`src/rtl/msk_loop_pkg.sv`:
```
// Shared types and saturation helper for the carrier-recovery PI loop filter.
package msk_loop_pkg;

    typedef enum logic {LF_ACQ = 1'b0, LF_TRACK = 1'b1} lf_state_e;

    // Symmetric clamp to +/-(2^(fw-1)-1); callers sign-extend into 64 bits and narrow the result.
    function automatic logic signed [63:0] sat_fw(input logic signed [63:0] x, input int unsigned fw);
        logic signed [63:0] mx;
        mx = (64'sd1 <<< (fw - 1)) - 64'sd1;
        if (x > mx) return mx;
        if (x < -mx) return -mx;
        return x;
    endfunction

endpackage

```
`src/rtl/lf_lock_detect.sv`:
```
// Lock detector: |err| threshold compare, consecutive in/out counters, ACQ/TRACK state.
module lf_lock_detect
    import msk_loop_pkg::*;
#(
    parameter int EW         = 24,
    parameter int LOCK_CNT   = 64,
    parameter int UNLOCK_CNT = 16
) (
    input  logic          clk,
    input  logic          rst_n,
    input  logic          i_valid,
    input  logic [EW-1:0] i_err,
    input  logic [EW-2:0] i_thresh,
    input  logic          i_clr,
    output logic          o_locked
);

    localparam int CW = $clog2((LOCK_CNT > UNLOCK_CNT ? LOCK_CNT : UNLOCK_CNT) + 1);

    lf_state_e     r_state;
    logic [CW-1:0] r_in_cnt;
    logic [CW-1:0] r_out_cnt;
    logic          r_locked;
    logic [EW-1:0] w_neg;
    logic [EW-2:0] w_abs;
    logic          w_in;

    assign w_neg = -i_err;

    // The most negative input negates to itself; clamp it to the largest magnitude.
    always_comb begin
        w_abs = i_err[EW-2:0];
        if (i_err[EW-1]) w_abs = w_neg[EW-1] ? '1 : w_neg[EW-2:0];
    end

    assign w_in = (w_abs <= i_thresh);

    always_ff @(posedge clk or negedge rst_n) begin
        if (!rst_n) begin
            r_state   <= LF_ACQ;
            r_in_cnt  <= '0;
            r_out_cnt <= '0;
            r_locked  <= 1'b0;
        end else if (i_clr) begin
            r_state   <= LF_ACQ;
            r_in_cnt  <= '0;
            r_out_cnt <= '0;
            r_locked  <= 1'b0;
        end else if (i_valid) begin
            unique case (r_state)
                LF_ACQ: begin
                    if (!w_in) begin
                        r_in_cnt <= '0;
                    end else if (r_in_cnt + 1'b1 == CW'(LOCK_CNT)) begin
                        r_state   <= LF_TRACK;
                        r_locked  <= 1'b1;
                        r_in_cnt  <= '0;
                        r_out_cnt <= '0;
                    end else begin
                        r_in_cnt <= r_in_cnt + 1'b1;
                    end
                end
                LF_TRACK: begin
                    if (w_in) begin
                        r_out_cnt <= '0;
                    end else if (r_out_cnt + 1'b1 == CW'(UNLOCK_CNT)) begin
                        r_state   <= LF_ACQ;
                        r_locked  <= 1'b0;
                        r_in_cnt  <= '0;
                        r_out_cnt <= '0;
                    end else begin
                        r_out_cnt <= r_out_cnt + 1'b1;
                    end
                end
            endcase
        end
    end

    assign o_locked = r_locked;

endmodule

```
`src/rtl/pi_loop_filter.sv`:
```
// Carrier-recovery PI loop filter with ACQ/TRACK gain switching.
// Optional debug ports (integ_dbg, sat_cnt) are enabled by defining LF_DBG_EN.
module pi_loop_filter
    import msk_loop_pkg::*;
#(
    parameter int EW         = 24,
    parameter int FW         = 32,
    parameter int LOCK_CNT   = 64,
    parameter int UNLOCK_CNT = 16
) (
    input  logic          clk,
    input  logic          rst_n,
    input  logic          err_valid,
    input  logic [EW-1:0] phase_err,
    input  logic [4:0]    kp_acq_sh,
    input  logic [4:0]    ki_acq_sh,
    input  logic [4:0]    kp_trk_sh,
    input  logic [4:0]    ki_trk_sh,
    input  logic [EW-2:0] lock_thresh,
    input  logic          integ_clr,
    input  logic          integ_frz,
    output logic          freq_valid,
    output logic [FW-1:0] freq_word,
    output logic          locked
`ifdef LF_DBG_EN
    ,
    output logic [FW-1:0] integ_dbg,
    output logic [15:0]   sat_cnt
`endif
);

    logic signed [FW-1:0] w_e_ext;
    logic signed [FW-1:0] w_p;
    logic signed [FW-1:0] w_inc;
    logic [4:0]           w_kp_sh;
    logic [4:0]           w_ki_sh;
    logic                 w_locked;
    logic signed [FW:0]   w_isum;
    logic signed [FW:0]   w_fsum;
    logic signed [FW-1:0] w_integ_n;
    logic signed [FW-1:0] w_base;
    logic signed [FW-1:0] w_freq_n;

    logic                 r_s1_vld;
    logic signed [FW-1:0] r_p;
    logic signed [FW-1:0] r_inc;
    logic signed [FW-1:0] r_integ;
    logic signed [FW-1:0] r_freq;
    logic                 r_fv;

    function automatic logic signed [FW-1:0] ashr(input logic signed [FW-1:0] x, input logic [4:0] sh);
        if (int'(sh) >= FW) return {FW{x[FW-1]}};
        return x >>> sh;
    endfunction

    assign w_e_ext = FW'($signed(phase_err)) <<< (FW - EW);

    // Gains follow the state before this sample's own lock-detector update.
    assign w_kp_sh = w_locked ? kp_trk_sh : kp_acq_sh;
    assign w_ki_sh = w_locked ? ki_trk_sh : ki_acq_sh;
    assign w_p     = ashr(w_e_ext, w_kp_sh);
    assign w_inc   = ashr(w_e_ext, w_ki_sh);

    lf_lock_detect #(
        .EW         (EW),
        .LOCK_CNT   (LOCK_CNT),
        .UNLOCK_CNT (UNLOCK_CNT)
    ) u_lock (
        .clk      (clk),
        .rst_n    (rst_n),
        .i_valid  (err_valid),
        .i_err    (phase_err),
        .i_thresh (lock_thresh),
        .i_clr    (integ_clr),
        .o_locked (w_locked)
    );

    always_comb begin
        w_isum    = (FW+1)'(r_integ) + (FW+1)'(r_inc);
        w_integ_n = FW'(sat_fw(64'(w_isum), FW));
        if (integ_clr)      w_base = '0;
        else if (integ_frz) w_base = r_integ;
        else                w_base = w_integ_n;
        w_fsum   = (FW+1)'(w_base) + (FW+1)'(r_p);
        w_freq_n = FW'(sat_fw(64'(w_fsum), FW));
    end

    always_ff @(posedge clk or negedge rst_n) begin
        if (!rst_n) begin
            r_s1_vld <= 1'b0;
            r_p      <= '0;
            r_inc    <= '0;
        end else begin
            r_s1_vld <= err_valid;
            if (err_valid) begin
                r_p   <= w_p;
                r_inc <= w_inc;
            end
        end
    end

    always_ff @(posedge clk or negedge rst_n) begin
        if (!rst_n) begin
            r_integ <= '0;
            r_freq  <= '0;
            r_fv    <= 1'b0;
        end else begin
            r_fv <= r_s1_vld;
            if (r_s1_vld) r_freq <= w_freq_n;
            if (integ_clr)                   r_integ <= '0;
            else if (r_s1_vld && !integ_frz) r_integ <= w_integ_n;
        end
    end

    assign freq_valid = r_fv;
    assign freq_word  = r_freq;
    assign locked     = w_locked;

`ifdef LF_DBG_EN
    logic [15:0] r_sat_cnt;
    logic        w_isat;

    assign w_isat = (64'(w_isum) != 64'(w_integ_n));

    always_ff @(posedge clk or negedge rst_n) begin
        if (!rst_n) begin
            r_sat_cnt <= '0;
        end else if (integ_clr) begin
            r_sat_cnt <= '0;
        end else if (r_s1_vld && !integ_frz && w_isat && r_sat_cnt != 16'hFFFF) begin
            r_sat_cnt <= r_sat_cnt + 1'b1;
        end
    end

    assign integ_dbg = r_integ;
    assign sat_cnt   = r_sat_cnt;
`endif

endmodule

```
`config.mk`:
```
export PLATFORM = sky130hd
export DESIGN_NAME = pi_loop_filter
export DESIGN_NICKNAME = d
export VERILOG_FILES = /design/src/rtl/msk_loop_pkg.sv /design/src/rtl/lf_lock_detect.sv /design/src/rtl/pi_loop_filter.sv
export SDC_FILE = /design/constraint.sdc
export NUM_CORES = 1
export LEC_CHECK = 0
export CAP_MARGIN = 10
export CELL_PAD_IN_SITES_DETAIL_PLACEMENT = 1
export CELL_PAD_IN_SITES_GLOBAL_PLACEMENT = 1
export CORE_UTILIZATION = 40
export DETAILED_ROUTE_END_ITERATION = 12
export PLACE_DENSITY = 0.83
export REMOVE_ABC_BUFFERS = 1
export SETUP_SLACK_MARGIN = 0.4
export SLEW_MARGIN = 30
export SYNTH_ARGS = -nofsm -noshare
export SYNTH_HDL_FRONTEND = slang
export SYNTH_SLANG_ARGS = --single-unit
```
`constraint.sdc`:
```
create_clock -name clk -period 8.7 [get_ports clk]
set_clock_uncertainty 0.1 [all_clocks]
set_input_delay 1.74 -clock clk [delete_from_list [all_inputs] [get_ports clk]]
set_output_delay 1.74 -clock clk [all_outputs]
set_load 0.02 [all_outputs]
```
==> impl_metrics.env <==
export IMPL_outcome="finished clean"
export IMPL_overflow=0
export IMPL_synth_compound_area_share_pct=27.9
export IMPL_worstPathCellList="ha_1 -> nand4_1 -> nor2_1 -> o21ai_1 -> a2111oi_0 -> nor3_1 -> xnor2_1 -> nor4b_2 -> and3_1 -> a31o_4 -> a2111oi_2 -> ha_1 -> a21oi_1 -> o211ai_1 -> a21boi_1 -> o41ai_1 -> or4_1 -> a221oi_1 -> xor2_2 -> buf_4 -> nor3_1 -> a221oi_1 -> o21ai_1"
export IMPL_port_buffers=105
export IMPL_worst_slew_pin_slew_ns=0.901
export IMPL_critPathArrivalTime_ns=8.17
export IMPL_cp_end_kind="flip-flop"
export IMPL_maxCapViolations=0
export IMPL_synth_area_leader_cell="dfrtp_1"
export IMPL_cts_hold_buf=0
export IMPL_reg2reg_setup_slack_ns=0.74
export IMPL_report_final_slew_viol_count=0
export IMPL_die_w_microns=196
export IMPL_drc=0
export IMPL_ctsResizeCount=0
export IMPL_avgRoutedWirePerCell_microns=22.7
export IMPL_track_usage_pct=28.4
export IMPL_vdd_drop_max_mv=0.103
export IMPL_total_power_w=0.00400
export IMPL_worstPathMaxFanout=41
export IMPL_cp_num_buf_inv=1
export IMPL_dieHeight_microns=196
export IMPL_p_clk_share_pct=19.5
export IMPL_p_comb_share_pct=56.9
export IMPL_min_delay_start="freq_word[31]"
export IMPL_fin_area_sq_um=17100
export IMPL_via_per_inst=6.34
export IMPL_setup_ws_ns=0.737
export IMPL_dr_total_vias=15255
export IMPL_initial_utilization_pct=40.9
export IMPL_dieArea_sq_um=38400
export IMPL_yosys_most_used_dff="dfrtp_1"
export IMPL_worstPathRequired_ns=8.91
export IMPL_synth_xor_area_share_pct=3.79
export IMPL_grt_pass1_wl_mm=87.0
export IMPL_cp_start_kind="flip-flop"
export IMPL_p_seq_share_pct=23.7
export IMPL_ys_seq_area_share_pct=24.1
export IMPL_dpl_hpwl_mm=41.5
export IMPL_htreeDepth=4
export IMPL_grt_start_max_net_pins=90
export IMPL_fin_tns_setup_ns=0
export IMPL_drive_gt1_share_pct=7.23
export IMPL_whs_path_depth=2
export IMPL_rsz0062_at_grt="false"
export IMPL_critPathKind="flip-flop to flip-flop"
export IMPL_finalWirelength_mm=54.5
export IMPL_layout_commonest_cell="a21oi_1"
export IMPL_ys_async_sr_fraction_pct=100
export IMPL_tritoncts="built"
export IMPL_cp_top_family="compound AO/OA/AOI/OAI gates"
export IMPL_pre_cts_slack_ns=0.570
export IMPL_final_cell_mix="a21oi_1 (209), nand2_1 (177), nor2_1 (145), dfrtp_1 (145), mux2i_1 (128)"
export IMPL_setup_viol=0
export IMPL_ctsLongestPathBuffers=2
export IMPL_core_area_sq_um=36800
export IMPL_pin_count=106
export IMPL_synth_area_leaders="dfrtp_1 (24%), mux2i_1 (9.2%), ha_1 (7.6%)"
export IMPL_grt_use_met3_pct=3.75
export IMPL_ys_warn_count=0
export IMPL_cpPeakStageDelay_ns=0.67
export IMPL_firstDrtPassIters=5
export IMPL_gp_congestion=0.957
export IMPL_power_density_nw_per_um2=234
export IMPL_synth_edf_count=0
export IMPL_synthAdderAreaFrac_pct=7.90
export IMPL_hold_violations=0
export IMPL_synth_seq_cells=145
export IMPL_synth_avg_cell_area_sq_um=7.86
export IMPL_insertion_delay_ns=0.45
export IMPL_min_period_over_period_pct=91.5
export IMPL_cts_sinks=145
export IMPL_busiest_layer="met2"
export IMPL_n_fill_cell=4484
export IMPL_n_antenna_cell=0
export IMPL_num_nets_final=2089
export IMPL_grt_pass1_vias=15548
export IMPL_period_needed_ns=7.96
export IMPL_muxShareOfSynthArea_pct=11.2
export IMPL_synthesis_instances=1914
export IMPL_root_buffer="clkbuf_16"
export IMPL_r2r_start="r_integ[7]"
export IMPL_met1_usage_pct=37.0
export IMPL_path_clk_slew_ns=0.07
export IMPL_antenna_found_initial=1
export IMPL_cts_buffers=17
export IMPL_use_met2_pct=48.0
export IMPL_synth_cell_types=93
export IMPL_relSlewSlack_pct=39.4
export IMPL_ant_nets=0
export IMPL_ff2ff_path_depth=23
export IMPL_placementRows=70
export IMPL_synth_simple_area_share_pct=19.0
export IMPL_p_sw_share_pct=47.8
export IMPL_holdCritPathClass="flip-flop to flip-flop"
export IMPL_min_to="freq_word[31]"
export IMPL_placed_area_sq_um=16400
export IMPL_drt_initial_drc_count=1070
export IMPL_slowest_stage="a2111oi_0"
export IMPL_power_leakage_nw=7.41
export IMPL_power_net_switching_w=0.00191
export IMPL_p_int_w=0.00209
export IMPL_netlist_area_sq_um=15000
export IMPL_r2r_end="freq_word[18]"
export IMPL_fmax_mhz=126
export IMPL_synth_top_family_by_area="compound AO/OA/AOI/OAI gates"
export IMPL_area_growth_pct=13.6
export IMPL_post_cts_setup_buffer_count=0
export IMPL_yosysTopAreaCellShare_pct=24.1
==> power by group through the flow <==
| stage | Clock, W | Combinational [W] | Sequential (W) |
|---|---|---|---|
| 2_1_floorplan | 0 | 0.00137 | 0.000995 |
| 3_3_place_gp | 0 | 0.00214 | 0.000948 |
| 3_5_place_dp | 0 | 0.00220 | 0.000954 |
| 4_1_cts | 0.000787 | 0.00223 | 0.000944 |
| 5_1_grt | 0.000812 | 0.00246 | 0.000960 |
| 6_report | 0.000778 | 0.00227 | 0.000946 |
==> layer usage <==
layer	part of all wire [%]	vias up
met5	0.020	-
met4	3.4	2
met3	5.3	116
met2	48	488
met1	43	7539
li1	-	7110
==> cell usage after synthesis (12+ instances only) <==
cell type,instances
a21oi_1,210
nand2_1,177
dfrtp_1,145
nor2_1,145
mux2i_1,138
clkbuf_1,104
o21ai_0,97
ha_1,91
inv_1,81
nor3_1,59
a21o_1,43
nand3_1,41
xor2_1,36
o211ai_1,30
xnor2_1,29
nand4_1,26
a211oi_1,23
o21ai_1,23
a2111oi_0,22
buf_2,22
a221o_1,20
a31oi_1,20
and3_1,20
nor2b_1,20
o31ai_1,17
or3_1,17
nand2b_1,16
and2_1,13
buf_1,13
o21a_1,12
==> sequential cells by signal, indices dropped and copies added, names as in the netlist, 7 cells and up <==
signal	cells
freq_word	32
r_integ	32
r_p	32
r_inc	31
u_lock.r_in_cnt	7
u_lock.r_out_cnt	7
==> cells by family after synthesis <==
family,after synthesis
AO/OA/AOI/OAI,637
buffers and inverters,226
adder cells (fa/ha/maj),94
flip-flops,145
multiplexers,157
XOR/XNOR,65
AND/OR/NAND/NOR,590
==> cell type report <==
| class | instances | area (sq um) | share of cell area (%) |
|---|---|---|---|
| clock buffer | 17 | 425 | 2.49 |
| clock inverter | 15 | 183 | 1.07 |
| inverter | 81 | 304 | 1.78 |
| multi-input combinational | 1543 | 10700 | 62.4 |
| sequential | 145 | 3630 | 21.2 |
| tap | 468 | 586 | 3.43 |
| timing repair buffer | 136 | 1290 | 7.58 |
==> worst max-delay path by stage <==
stage | cells past startpoint | start | slack (ns) | end
floorplan | 23 | r_integ[0] | 0.97 | freq_word[1]
global placement | 26 | r_integ[0] | 0.46 | freq_word[8]
detailed placement | 25 | r_integ[0] | 0.57 | freq_word[18]
CTS | 24 | r_inc[6] | 0.49 | freq_word[18]
global route | 23 | r_integ[7] | 0.42 | freq_word[8]
finish | 23 | r_integ[7] | 0.74 | freq_word[18]
==> worst min-delay path, delay by kind of cell, from the launching register on <==
family	cells	cell delay, ns
flops	1	0.35
simple gates	2	0.11
==> metrics by stage <==
stage	hold WS, ns	util [%]	instances
after floorplan	0.358	-	1769
after global placement	0.377	44.6	2371
after detailed placement	0.381	44.7	2373
after CTS	0.398	46.3	2405
after global routing	0.412	46.5	2405
final	0.396	46.5	2405
(Power assumes the default switching activity.)
